===== src/rtl/lfsr_pkg.sv =====
// Shared definitions for the LFSR sequencer: command opcodes, FSM states
// and the constants the core falls back to on reset.
package lfsr_pkg;

    localparam logic [1:0] OP_NOP  = 2'b00;
    localparam logic [1:0] OP_SEED = 2'b01;
    localparam logic [1:0] OP_RUN  = 2'b10;

    typedef enum logic {
        ST_IDLE = 1'b0,
        ST_RUN  = 1'b1
    } state_t;

    // x^3 + x^2 + 1, maximal length (period 7) for a 3-bit register
    localparam logic [2:0] DEFAULT_TAPS = 3'b110;

    // Reset value is {zeros, 1}: nonzero, so the LFSR can never lock up
    localparam int RESET_SEED = 1;

endpackage


===== src/rtl/lfsr_core.sv =====
// Fibonacci LFSR state register. Shifts left, feedback enters at bit 0.
// A load takes priority over a step in the same cycle.
module lfsr_core
    import lfsr_pkg::*;
#(
    parameter int               WIDTH = 3,
    parameter logic [WIDTH-1:0] TAPS  = WIDTH'(DEFAULT_TAPS)
) (
    input  logic             clk,
    input  logic             rst,
    input  logic             load,
    input  logic [WIDTH-1:0] seed,
    input  logic             step,
    output logic [WIDTH-1:0] state
);

    logic [WIDTH-1:0] r_state;
    logic             w_fb;
    logic [WIDTH-1:0] w_next;

    assign w_fb   = ^(r_state & TAPS);
    assign w_next = {r_state[WIDTH-2:0], w_fb};

    // State register: reset to the fixed seed, load wins over step
    always_ff @(posedge clk or negedge rst) begin
        // NOTE: non-blocking (<=) in clocked blocks so every register samples
        // pre-edge values; blocking here would create order-dependent races.
        if (!rst) begin
            r_state <= WIDTH'(RESET_SEED);
        end else if (load) begin
            r_state <= seed;
        end else if (step) begin
            r_state <= w_next;
        end
    end

    assign state = r_state;

endmodule


===== src/rtl/lfsr_seq_ctrl.sv =====
// Command-driven sequencer around lfsr_core: SEED loads a nonzero state,
// RUN streams N states over a valid/ready port, abort cuts a RUN short.
module lfsr_seq_ctrl
    import lfsr_pkg::*;
#(
    parameter int               WIDTH = 3,
    parameter logic [WIDTH-1:0] TAPS  = WIDTH'(DEFAULT_TAPS),
    parameter int               CNT_W = 8
) (
    input  logic             clk,
    input  logic             rst,
    input  logic             cmd_valid,
    output logic             cmd_ready,
    input  logic [1:0]       cmd_op,
    input  logic [WIDTH-1:0] cmd_seed,
    input  logic [CNT_W-1:0] cmd_count,
    input  logic             abort,
    output logic             out_valid,
    input  logic             out_ready,
    output logic [WIDTH-1:0] out_data,
    output logic             out_last,
    output logic             done,
    output logic             busy,
    output logic             seed_err
);

    state_t           r_state;
    state_t           w_next_state;
    logic [CNT_W-1:0] r_remaining;
    logic             r_done;
    logic             r_seed_err;

    logic             w_cmd_fire;
    logic             w_seed_cmd;
    logic             w_seed_zero;
    logic             w_load;
    logic             w_run_start;
    logic             w_hs;
    logic             w_final;
    logic [WIDTH-1:0] w_lfsr_state;

    assign w_cmd_fire  = cmd_valid && cmd_ready;
    assign w_seed_cmd  = w_cmd_fire && (cmd_op == OP_SEED);
    assign w_seed_zero = (cmd_seed == '0);
    assign w_load      = w_seed_cmd && !w_seed_zero;
    // A zero-length RUN is accepted and dropped: no beats, no done
    assign w_run_start = w_cmd_fire && (cmd_op == OP_RUN) && (cmd_count != '0);
    assign w_hs        = out_valid && out_ready;
    assign w_final     = w_hs && (r_remaining == CNT_W'(1));

    lfsr_core #(
        .WIDTH (WIDTH),
        .TAPS  (TAPS)
    ) u_core (
        .clk   (clk),
        .rst   (rst),
        .load  (w_load),
        .seed  (cmd_seed),
        .step  (w_hs),
        .state (w_lfsr_state)
    );

    // FSM state register
    always_ff @(posedge clk or negedge rst) begin
        if (!rst) begin
            r_state <= ST_IDLE;
        end else begin
            r_state <= w_next_state;
        end
    end

    // Next-state logic; the final handshake ends a RUN even if abort is also high
    always_comb begin
        // NOTE: default first so every path assigns w_next_state; otherwise
        // synthesis infers a latch to hold the value on unlisted paths.
        w_next_state = r_state;
        case (r_state)
            ST_IDLE: if (w_run_start) w_next_state = ST_RUN;
            ST_RUN:  if (w_final || abort) w_next_state = ST_IDLE;
            default: w_next_state = ST_IDLE;
        endcase
    end

    // Beat counter: loaded on RUN start, decremented per handshake, cleared on abort
    always_ff @(posedge clk or negedge rst) begin
        if (!rst) begin
            r_remaining <= '0;
        end else if (w_run_start) begin
            r_remaining <= cmd_count;
        end else if ((r_state == ST_RUN) && abort && !w_final) begin
            r_remaining <= '0;
        end else if (w_hs) begin
            r_remaining <= r_remaining - CNT_W'(1);
        end
    end

    // One-cycle completion pulse and sticky zero-seed flag
    always_ff @(posedge clk or negedge rst) begin
        if (!rst) begin
            r_done     <= 1'b0;
            r_seed_err <= 1'b0;
        end else begin
            r_done <= w_final;
            if (w_seed_cmd) begin
                r_seed_err <= w_seed_zero;
            end
        end
    end

    assign cmd_ready = (r_state == ST_IDLE);
    assign out_valid = (r_state == ST_RUN);
    assign busy      = (r_state != ST_IDLE);
    assign out_data  = w_lfsr_state;
    assign out_last  = out_valid && (r_remaining == CNT_W'(1));
    assign done      = r_done;
    assign seed_err  = r_seed_err;

endmodule


===== config.mk =====
export PLATFORM = sky130hd
export DESIGN_NAME = lfsr_seq_ctrl
export DESIGN_NICKNAME = d
export VERILOG_FILES = /design/src/rtl/lfsr_pkg.sv /design/src/rtl/lfsr_core.sv /design/src/rtl/lfsr_seq_ctrl.sv
export SDC_FILE = /design/constraint.sdc
export NUM_CORES = 1
export LEC_CHECK = 0
export ABC_AREA = 1
export CAP_MARGIN = 15
export CORE_ASPECT_RATIO = 0.9
export CORE_MARGIN = 2
export CORE_UTILIZATION = 48
export DETAILED_ROUTE_END_ITERATION = 8
export GPL_ROUTABILITY_DRIVEN = 0
export PLACE_DENSITY = 0.82
export SYNTH_ARGS = -nofsm -noshare
export SYNTH_HDL_FRONTEND = slang
export SYNTH_SLANG_ARGS = --single-unit

===== constraint.sdc =====
create_clock -name clk -period 1.9 [get_ports clk]
set_input_delay 0.475 -clock clk [delete_from_list [all_inputs] [get_ports clk]]
set_output_delay 0.475 -clock clk [all_outputs]
set_load 0.02 [all_outputs]

# After elaboration in Yosys (flattened, before gate mapping)
# Cells that the tools add are included.
# classes
addsub,1
muxes,8
eq_ne,3
bitwise,1
reduce_logical,18
# op_table
operator,count
8-bit two-way mux,3
1-bit logical AND,10
8-bit by 1-bit == test with 1-bit output (second input constant),1
8-bit nonzero test,1
8-bit by 1-bit subtractor with 8-bit output (second input constant),1
3-bit two-way mux,2
3-bit zero test,1
3-bit nonzero test,1
3-bit XOR reduction,1
2-bit by 1-bit == test with 1-bit output (second input constant),1
2-bit == test (second input constant),1
1-bit zero test,2
1-bit two-way mux,2
1-bit one-hot mux with 2 select lines,1
2-bit nonzero test,1
1-bit logical OR,1
1-bit inverter,1
# word_totals
ff_bits,14
in_bits,18
out_inout_bits,9

# Longest topological paths before layout
# logic_depth
word_depth,6
depth_mapped,10
mapped_depth_nobuf,10

# Modules after synthesis
# A second synthesis with hierarchy kept.
# hier_totals
hier_cells,164
area_unflattened_um2,1069.8
# modules_own_cells
mod,instances,area_per_inst_um2,cells_per_inst
lfsr_seq_ctrl,1,913.4,141
lfsr_core,1,156.4,23

# Worst setup path before layout
# No wires, ideal clock.
# synth_timing
path_type,reg-to-output
from,reg r_remaining[1]
to,out out_last
stages_incl_launch_ff,7
t_arrival_ns,1.064
n_path_buf,0
path_slack_ns,0.361
path_cell_list,dfrtp_1 -> inv_1 -> ha_1 -> inv_1 -> nor2_2 -> nand2_1 -> nor2_1
# synth_via
elab_chain_len,2
# synth_lines
element,line_no,rtl
from (decl),lfsr_seq_ctrl.sv:29,logic [CNT_W-1:0] r_remaining;
from (signal assigned),lfsr_seq_ctrl.sv:89,r_remaining <= cmd_count;
from (signal assigned),lfsr_seq_ctrl.sv:93,r_remaining <= r_remaining - CNT_W'(1);
8-bit by 1-bit == test with 1-bit output,lfsr_seq_ctrl.sv:114,assign out_last = out_valid && (r_remaining == CNT_W'(1));
1-bit logical AND,lfsr_seq_ctrl.sv:114,
to (decl),lfsr_seq_ctrl.sv:21,"output logic out_last,"
# No other way between the ends.

# Worst setup path after layout
# layout_timing
from,"reg r_state, in the netlist busy"
to,out busy
# layout_lines
element,line_no,rtl
from (decl),lfsr_seq_ctrl.sv:27,state_t r_state;
from (signal assigned),lfsr_seq_ctrl.sv:68,r_state <= w_next_state;
to (decl),lfsr_seq_ctrl.sv:23,"output logic busy,"
# No word-level cell between the ends.

==> out/summary.md <==
The design draws 1460 uW. The number of remaining DRC errors was 0. The mapped netlist covers 0.00103 sq mm. The wire-length estimate of the detail-placed layout is 2.20 mm. The count of flip-flops with a built-in enable after synthesis is 0.

For the final clock skew, the log shows 0.00722 ns. For this run the aggregate overflow at the end of global routing stands at 0. For this block, the via count after detailed routing is 1148. The run gives 14 as the clock sink count. The mean number of vias per cell is 5.06.

Setup repair after global routing could not meet its margin everywhere. After floorplanning, the core was sized to cover 0.00197 sq mm. The remaining max-slew budget at the tightest pin was 80.4%.

The run gives 0 as the final-report max-slew violation count. Registers take 352 sq um. The logs give 24 for the number of library cell types mapped by synthesis and 15 for the pin count of the biggest net entering global routing. Data on the critical path is required at its endpoint by 1.42 ns.

Counting the buffers created by CTS gives 3. The power density relative to cell area was 993 mW/mm^2. Most frequent cell after synthesis: sky130_fd_sc_hd__nand2_1. The run gives 52.4% as the initial standard-cell utilization of the core.

For the maximum clock frequency, the log shows 542 MHz. The count of buffer and inverter cells on the critical path is 1, and the number of I/O port buffers is 26. After synthesis, the mean cell area works out to 6.62 sq um. The worst setup path is launched from a flop.

Among all stages on the critical path, the largest delay is contributed by sky130_fd_sc_hd__clkdlybuf4s50_1. The highest cell delay on the worst timing path works out to 0.64 ns. STA classifies the critical path endpoint as an output port. By area the synthesized netlist is led by sky130_fd_sc_hd__dfrtp_1 (31%), sky130_fd_sc_hd__nand2_1 (20%), sky130_fd_sc_hd__inv_1 (8.4%).

For the portion of the post-synthesis area used by sequential elements, the log shows 34.0%. In this run the count of I/O pins placed on the die edge is 27. For the pin with the worst max-slew slack, the measured transition is 0.294 ns. Library cell occupying the most area in the post-synthesis netlist: sky130_fd_sc_hd__dfrtp_1. The clock-pin slew on the worst setup and hold paths works out to 0.09 ns.

Dividing the final minimum period by the clock period gives 97.0%. The post-route setup TNS was 0 ns; the detailed router's first-iteration violation count was 33. In the global route stage, overall resource usage came out at 26.6%. From synthesis to final layout, the design area changed by 42.7%.

The tools report the number of antenna repair diodes as 0. The most used flip-flop cell after synthesis was sky130_fd_sc_hd__dfrtp_1. The run finished with clean final reports. The kind of cell adding the most delay to the critical path was buffers and inverters. In this run the biggest area consumer among cell types represents 31.5% of the synthesized area. For the setup-violating endpoint count in the final report, the log shows 0. Max-cap check violation count: 0. The tools report the later-pin clock latency in the skew report as 0.29 ns. The commonest cells after synthesis are sky130_fd_sc_hd__nand2_1 (54), sky130_fd_sc_hd__inv_1 (23), sky130_fd_sc_hd__nor2_1 (14).

VDD sags by at most 0.000714 V. Across all hold checks on the routed design, the worst slack comes to 0.482 ns. The number of global-route vias before repair is 1095. The global-route wire length before repair was 4.77 mm. The detail route stage leaves a number of antenna-violating nets equal to 0. In this run the worst path has a maximum fanout of 5. The run gives 0 as the total count of hold-check failures in the final report. In the synthesized netlist the async set-or-reset flop fraction comes to 100%. Fill cells in the final layout number 158. The routed wire length per instance is 12.3 um. The tightest min-delay check is of the flop to flop type.

The area of combinational cells with multiple inputs was 561 sq um; the net count of the finished layout was 223. For the total iterations of the first detailed-routing run, the log shows 4. The signal on the critical path passes through clkdlybuf4s50_1. In this run the deepest clock path goes through 2 buffers. For the number of rows in the core area, the log shows 15. The cell count after synthesis is 156, and the fraction of final layout cells sized beyond drive strength 1 is 19.8%. The logs give 0.00254 sq mm for the area of the die and 0.0567 ns for the worst-case setup margin in the final layout.

For this block, the routed nets add up to 2.79 mm of wire. The horizontal die dimension was 52.9 um. The cell at the root of the clock tree is sky130_fd_sc_hd__clkbuf_4. For the worst setup path, the data arrival time is 1.37 ns. The H-tree level count is 1, and the number of synthesized register bits is 14. The Yosys step of the flow raised 0 warnings. In this run the vertical extent of the chip is 48.0 um.

Summed over all cells, the static leakage comes to 0.000811 uW. Prior to clock tree synthesis, the placed netlist has a worst setup slack of -0.0538 ns. After clock tree synthesis, the flow added hold-fix buffers numbering 0. By startpoint and endpoint, the worst setup path is classified as flop to output port. The net count after synthesis is 176.

The worst path in the final design needs a cycle of 1.84 ns, including I/O delays and setup. TritonCTS built the clock tree. The tools report the initial antenna violation count as 0.
worst reg2reg max path: stages (launching register included):
cell	delay (ns)
sky130_fd_sc_hd__dfrtp_1	0.39
sky130_fd_sc_hd__inv_1	0.08
sky130_fd_sc_hd__ha_1	0.14
sky130_fd_sc_hd__inv_1	0.04
sky130_fd_sc_hd__nor2_2	0.11
sky130_fd_sc_hd__buf_4	0.12
sky130_fd_sc_hd__nand3_2	0.09
sky130_fd_sc_hd__nand2_4	0.16
sky130_fd_sc_hd__nand3_4	0.15
sky130_fd_sc_hd__o21ai_1	0.15
sky130_fd_sc_hd__inv_1	0.05
sequential cells by signal, summed over array words and instances, names as in the netlist:
signal / flops
r_remaining: 8
u_core.state: 3
busy: 1
done: 1
seed_err: 1
cells in the final DEF (no fill, tap or decap), types with 2 or more instances in the layout:
cell	count
sky130_fd_sc_hd__nor2_2	3
sky130_fd_sc_hd__clkbuf_4	3
sky130_fd_sc_hd__dlygate4sd2_1	2
sky130_fd_sc_hd__nand4_1	4
sky130_fd_sc_hd__nand2_2	3
sky130_fd_sc_hd__nand3_2	4
sky130_fd_sc_hd__o21ai_1	4
sky130_fd_sc_hd__dfrtp_1	13
sky130_fd_sc_hd__clkdlybuf4s50_1	22
sky130_fd_sc_hd__buf_4	19
sky130_fd_sc_hd__nand3_1	11
sky130_fd_sc_hd__inv_2	2
sky130_fd_sc_hd__ha_1	2
sky130_fd_sc_hd__a21oi_1	2
sky130_fd_sc_hd__o21ai_0	7
sky130_fd_sc_hd__inv_1	23
sky130_fd_sc_hd__nor2_1	14
sky130_fd_sc_hd__nand2_1	54
logic make-up after synthesis:
logic type | after synthesis | synth area share, %
flops | 14 | 34.0
compound gates | 14 | 7.02
fa+ha+maj | 2 | 2.42
buf+inv | 29 | 11.7
simple gates | 97 | 44.8
report_power, final:
group | switching (uW) | total (uW) | internal [uW] | leakage, uW
Clock | 105 | 222 | 117 | 0.0000210
Combinational | 434 | 787 | 352 | 0.000620
Sequential | 59.7 | 456 | 397 | 0.000170
Total | 599 | 1460 | 866 | 0.000811
worst paths after layout:
| check | start | end | slack [ns] | depth (start not counted) |
|---|---|---|---|---|
| max in group asynchronous | rst | u_core.state[0] | 1.16 | 2 |
| max | busy | busy | 0.06 | 1 |
| min in group asynchronous | rst | r_remaining[2] | 0.49 | 2 |
| min reg2reg | u_core.state[0] | u_core.state[0] | 0.48 | 2 |
| max reg2reg | r_remaining[1] | r_remaining[1] | 0.34 | 10 |
| min | u_core.state[0] | u_core.state[0] | 0.48 | 2 |
cell type report:
cell class / instances / area share, %
Tap cell: 25 / 2.12
Clock buffer: 4 / 2.46
Sequential cell: 14 / 23.8
Inverter: 27 / 6.96
Multi-Input combinational cell: 113 / 38.0
Timing Repair Buffer: 44 / 26.6
per-layer routing:
layer / track usage (%) / wire, um / up-vias
li1: - / - / 580
met1: 33.7 / 1190 / 530
met2: 46.3 / 1420 / 36
met3: 7.50 / 163 / 2
met4: 5.13 / 16 / 0
met5: 0 / 0 / -
per-stage QoR:
step	util (%)	instance area (sq um)	instances
floorplan	-	1030	156
global placement	73.1	1440	223
detailed placement	73.1	1440	223
CTS	74.6	1470	227
global route	74.9	1480	227
finish	74.9	1480	227
timing repair:
action,4_1_cts,5_1_grt
gates resized for setup,6,2
setup buffers,0,0
endpoints found under the setup margin,3,2
Note: power is estimated with default switching activity, not from simulation.
==> patch 1: new RTL, config.mk and constraints unchanged <==
`WIDTH` is set to 3 in 2 places; all go to 6.
--- a/src/rtl/lfsr_core.sv
+++ b/src/rtl/lfsr_core.sv
@@ -3,7 +3,7 @@
 module lfsr_core
     import lfsr_pkg::*;
 #(
-    parameter int               WIDTH = 3,
+    parameter int               WIDTH = 6,
     parameter logic [WIDTH-1:0] TAPS  = WIDTH'(DEFAULT_TAPS)
 ) (
     input  logic             clk,
--- a/src/rtl/lfsr_seq_ctrl.sv
+++ b/src/rtl/lfsr_seq_ctrl.sv
@@ -3,7 +3,7 @@
 module lfsr_seq_ctrl
     import lfsr_pkg::*;
 #(
-    parameter int               WIDTH = 3,
+    parameter int               WIDTH = 6,
     parameter logic [WIDTH-1:0] TAPS  = WIDTH'(DEFAULT_TAPS),
     parameter int               CNT_W = 8
 ) (
Interface: changed (resized cmd_seed and out_data); port bits go from 27 to 33. No check against the original RTL was run, so the function may have changed too.
==> patch 1 against the original RTL <==
Register-to-register slack got worse by 0.02 ns; clock skew rose by 0.0076 ns; sequential power rose by 30%; worst setup slack got worse by 0.0056 ns; clock power fell by 11%; total power rose by 26%; sequential cell count rose by 3; final area rose by 14%; synthesized area rose by 13%; non-clock buffer count rose by 5; via count rose by 4.1%; count of clock-buffer cells in the layout fell by 1; routed wire length rose by 6.6%; critical path type unchanged; critical endpoint is now out_last; largest power group unchanged.
==> patch 1: results <==
INSERT INTO impl_metrics (metric_group, metric, value, unit) VALUES
('drt', 'wl_per_cell', '12.3', 'um'),
('min_path', 'min-delay-path-class', 'primary input to async pin', ''),
('global_routing', 'grt.total_usage', '24.5', '%'),
('clocking', 'cts.clk_slew.worst_paths', '0.11', 'ns'),
('power', 'clock_group', '197', 'uW'),
('power', 'switching_share', '42.3', '%'),
('layout', 'repair_and_plain_buffers', '49', ''),
('global_routing', 'grt_start_max_net_pins', '18', ''),
('power', 'power.switching', '781', 'uW'),
('layout', 'fill_cell_total_of_the_finished_layout', '185', ''),
('synth', 'synth-seq-cells', '17', ''),
('drt', 'initialDrtViolationCount', '31', ''),
('global_routing', 'use_met3', '6.08', '%'),
('sta', 'min_period_over_period', '97.3', '%'),
('synth', 'syn-num-nets', '186', ''),
('power', 'peakVddDrop', '0.842', 'mV'),
('layout', 'clock_cell_area_share', '1.64', '%'),
('worst_setup_path', 'critical-path-top-delay-family', 'flip-flops', ''),
('floorplanning', 'number_of_core_rows', '16', ''),
('layout', 'layout.non_clock_inverters', '20', ''),
('layout', 'layout.core_utilization', '74.9', '%'),
('place', 'place_hpwl', '2480', 'um'),
('global_routing', 'use_met2', '40.4', '%'),
('synth', 'synth.lib_cells_used.distinct', '29', ''),
('outcome', 'status', 'finished clean', '');
==> patch 1: cell count changes after synthesis, moves of 3 or more <==
cell,unedited run,this run
sky130_fd_sc_hd__xnor2_1,0,3
sky130_fd_sc_hd__nor2_1,14,18
sky130_fd_sc_hd__dfrtp_1,13,16
sky130_fd_sc_hd__nand4_1,4,1
sky130_fd_sc_hd__nand3_2,4,0
sky130_fd_sc_hd__nand2_1,54,65
sky130_fd_sc_hd__o21ai_1,4,0
sky130_fd_sc_hd__o21ai_0,7,3
sky130_fd_sc_hd__inv_1,23,15
==> patch 1: cells by family (layout without fill, tap and decap cells) <==
logic type,Yosys count,in the layout,share of synthesized area [%]
xor+xnor,5,5,3.74
buf+inv,22,73,8.86
fa+ha+maj,2,2,2.13
flops,17,17,36.4
compound gates,9,9,5.02
simple gates,108,108,43.9
==> patch 1: metal layers <==
metal	up-vias	part of all wire, %
met5	-	0
met4	0	0.98
met3	4	6.5
met2	40	47
met1	543	46
li1	608	-
==> patch 2: new RTL, same settings <==
Made on the original files. Make the reset (`rst`) synchronous in 4 clocked blocks.
--- a/src/rtl/lfsr_core.sv
+++ b/src/rtl/lfsr_core.sv
@@ -22,7 +22,7 @@
     assign w_next = {r_state[WIDTH-2:0], w_fb};
 
     // State register: reset to the fixed seed, load wins over step
-    always_ff @(posedge clk or negedge rst) begin
+    always_ff @(posedge clk) begin
         // NOTE: non-blocking (<=) in clocked blocks so every register samples
         // pre-edge values; blocking here would create order-dependent races.
         if (!rst) begin
--- a/src/rtl/lfsr_seq_ctrl.sv
+++ b/src/rtl/lfsr_seq_ctrl.sv
@@ -61,7 +61,7 @@
     );
 
     // FSM state register
-    always_ff @(posedge clk or negedge rst) begin
+    always_ff @(posedge clk) begin
         if (!rst) begin
             r_state <= ST_IDLE;
         end else begin
@@ -82,7 +82,7 @@
     end
 
     // Beat counter: loaded on RUN start, decremented per handshake, cleared on abort
-    always_ff @(posedge clk or negedge rst) begin
+    always_ff @(posedge clk) begin
         if (!rst) begin
             r_remaining <= '0;
         end else if (w_run_start) begin
@@ -95,7 +95,7 @@
     end
 
     // One-cycle completion pulse and sticky zero-seed flag
-    always_ff @(posedge clk or negedge rst) begin
+    always_ff @(posedge clk) begin
         if (!rst) begin
             r_done     <= 1'b0;
             r_seed_err <= 1'b0;
Check against the original RTL: differs if rst is asserted again (counterexample within 4 cycles, from zero or initial values and one cycle with rst low); with rst held inactive, the same outputs for 10 cycles.
==> patch 2 against the original RTL <==
Global-route usage shrank 3.4 points; synthesized area grew 5.4%; worst setup slack gained 0.017 ns; first-iteration DRC count grew 36%; clock skew shrank 0.0039 ns; routed wire length shrank 1.3%; final area shrank 1.8%; sequential cell count is the same; critical endpoint is now out_valid.
Power is not compared: it rests on default switching activity, and its combinational part moved more than twofold at a synthesized area within 25%.
==> patch 2: results <==
INSERT INTO impl_metrics (metric_group, metric, value, unit) VALUES
('drt', 'first_pass_iters', '5', ''),
('drt', 'met3_length', '168', 'um'),
('synth', 'synth.lib_cells_used.distinct', '29', ''),
('global_routing', 'grt_pass1_wl', '4580', 'um'),
('layout', 'final_nets', '219', ''),
('sta', 'worstMarginPinSlew', '0.495', 'ns'),
('place', 'dp_worst_setup_slack', '-0.0598', 'ns'),
('global_routing', 'grt.total_usage', '23.2', '%'),
('global_routing', 'antenna_found_initial', '0', ''),
('outcome', 'status', 'finished clean', ''),
('sta', 'finClkSkew', '0.00327', 'ns'),
('drt', 'initialDrtViolationCount', '45', ''),
('drt', 'vias_after_detailed_routing', '1199', ''),
('synth', 'most_common_flop_cell_mapped_by_yosys', 'sky130_fd_sc_hd__dfxtp_1', ''),
('synth', 'ys_seq_area_share', '25.7', '%'),
('drt', 'drt-met1-wl', '1150', 'um'),
('synth', 'yosys-top-cells-area', 'sky130_fd_sc_hd__dfxtp_1 (26%), sky130_fd_sc_hd__nand2_1 (13%), sky130_fd_sc_hd__nor2_1 (9.0%), sky130_fd_sc_hd__nand3_1 (7.8%), sky130_fd_sc_hd__nand4_1 (5.7%)', ''),
('worst_setup_path', 'worst_ep_arrival_time', '1.35', 'ns'),
('synth', 'syn-num-nets', '183', ''),
('layout', 'final_layout_size_suffix_gt1_share', '22.3', '%');
patch 2: changes by cell type after synthesis, moves of 8 or more:
cell | before | now
sky130_fd_sc_hd__nor2_1 | 14 | 26
sky130_fd_sc_hd__dfxtp_1 | 0 | 14
sky130_fd_sc_hd__inv_2 | 2 | 10
sky130_fd_sc_hd__inv_1 | 23 | 8
sky130_fd_sc_hd__nand2_1 | 54 | 37
sky130_fd_sc_hd__dfrtp_1 | 13 | 0
patch 2: kinds of logic after synthesis:
| logic type | count (synthesis) | synth area share (%) |
|---|---|---|
| buffers and inverters | 23 | 10.1 |
| AOI/OAI and AO/OA | 10 | 5.51 |
| and+or+nand+nor | 110 | 53.2 |
| adders and majority gates | 2 | 2.30 |
| xor gates and xnor gates | 4 | 3.22 |
| DFF | 14 | 25.7 |
patch 2: final timing paths:
check	startpoint	to	slack [ns]	depth (start not counted)
setup reg to reg	r_remaining[0]	r_remaining[6]	0.33	10
setup / recovery	busy	out_valid	0.07	1
hold / removal	u_core.state[0]	u_core.state[0]	0.52	2
hold reg to reg	u_core.state[0]	u_core.state[0]	0.52	2
patch 2: final cells by class:
class                      count  area (um^2)
clock buffer                   3         22.5
sequential                    14          280
timing repair buffer          36          345
tap                           27         33.8
fill                         197          713
inverter                      18         67.6
multi-input combinational    126          699
patch 2: metal layers:
layer  global-route usage [%]  vias up
met5                        0        -
met4                     12.5        0
met3                    0.920        4
met2                     38.6       55
met1                     29.2      542
li1                         -      598
patch 2: power groups by stage:
stage	Combinational, mW	Sequential, mW	Clock [mW]
3_5_place_dp	0.321	0.341	0
6_report	0.326	0.335	0.173
5_1_grt	0.361	0.337	0.185
3_3_place_gp	0.311	0.339	0
4_1_cts	0.323	0.334	0.172
2_1_floorplan	0.208	0.345	0
patch 2: per-stage QoR:
| step | std cells | hold WS [ns] | area [um^2] | util [%] |
|---|---|---|---|---|
| finish | 224 | 0.520 | 1450 | 67.0 |
| global route | 224 | 0.564 | 1450 | 67.0 |
| CTS | 224 | 0.522 | 1450 | 67.2 |
| detailed placement | 221 | 0.508 | 1430 | 66.1 |
| global placement | 221 | 0.498 | 1430 | 66.1 |
| floorplan | 163 | 0.564 | 1090 | - |
patch 2: repair_timing:
action                     CTS  global route
resized for setup            3             2
pin swaps                    0             0
setup endpoints to repair    1             2
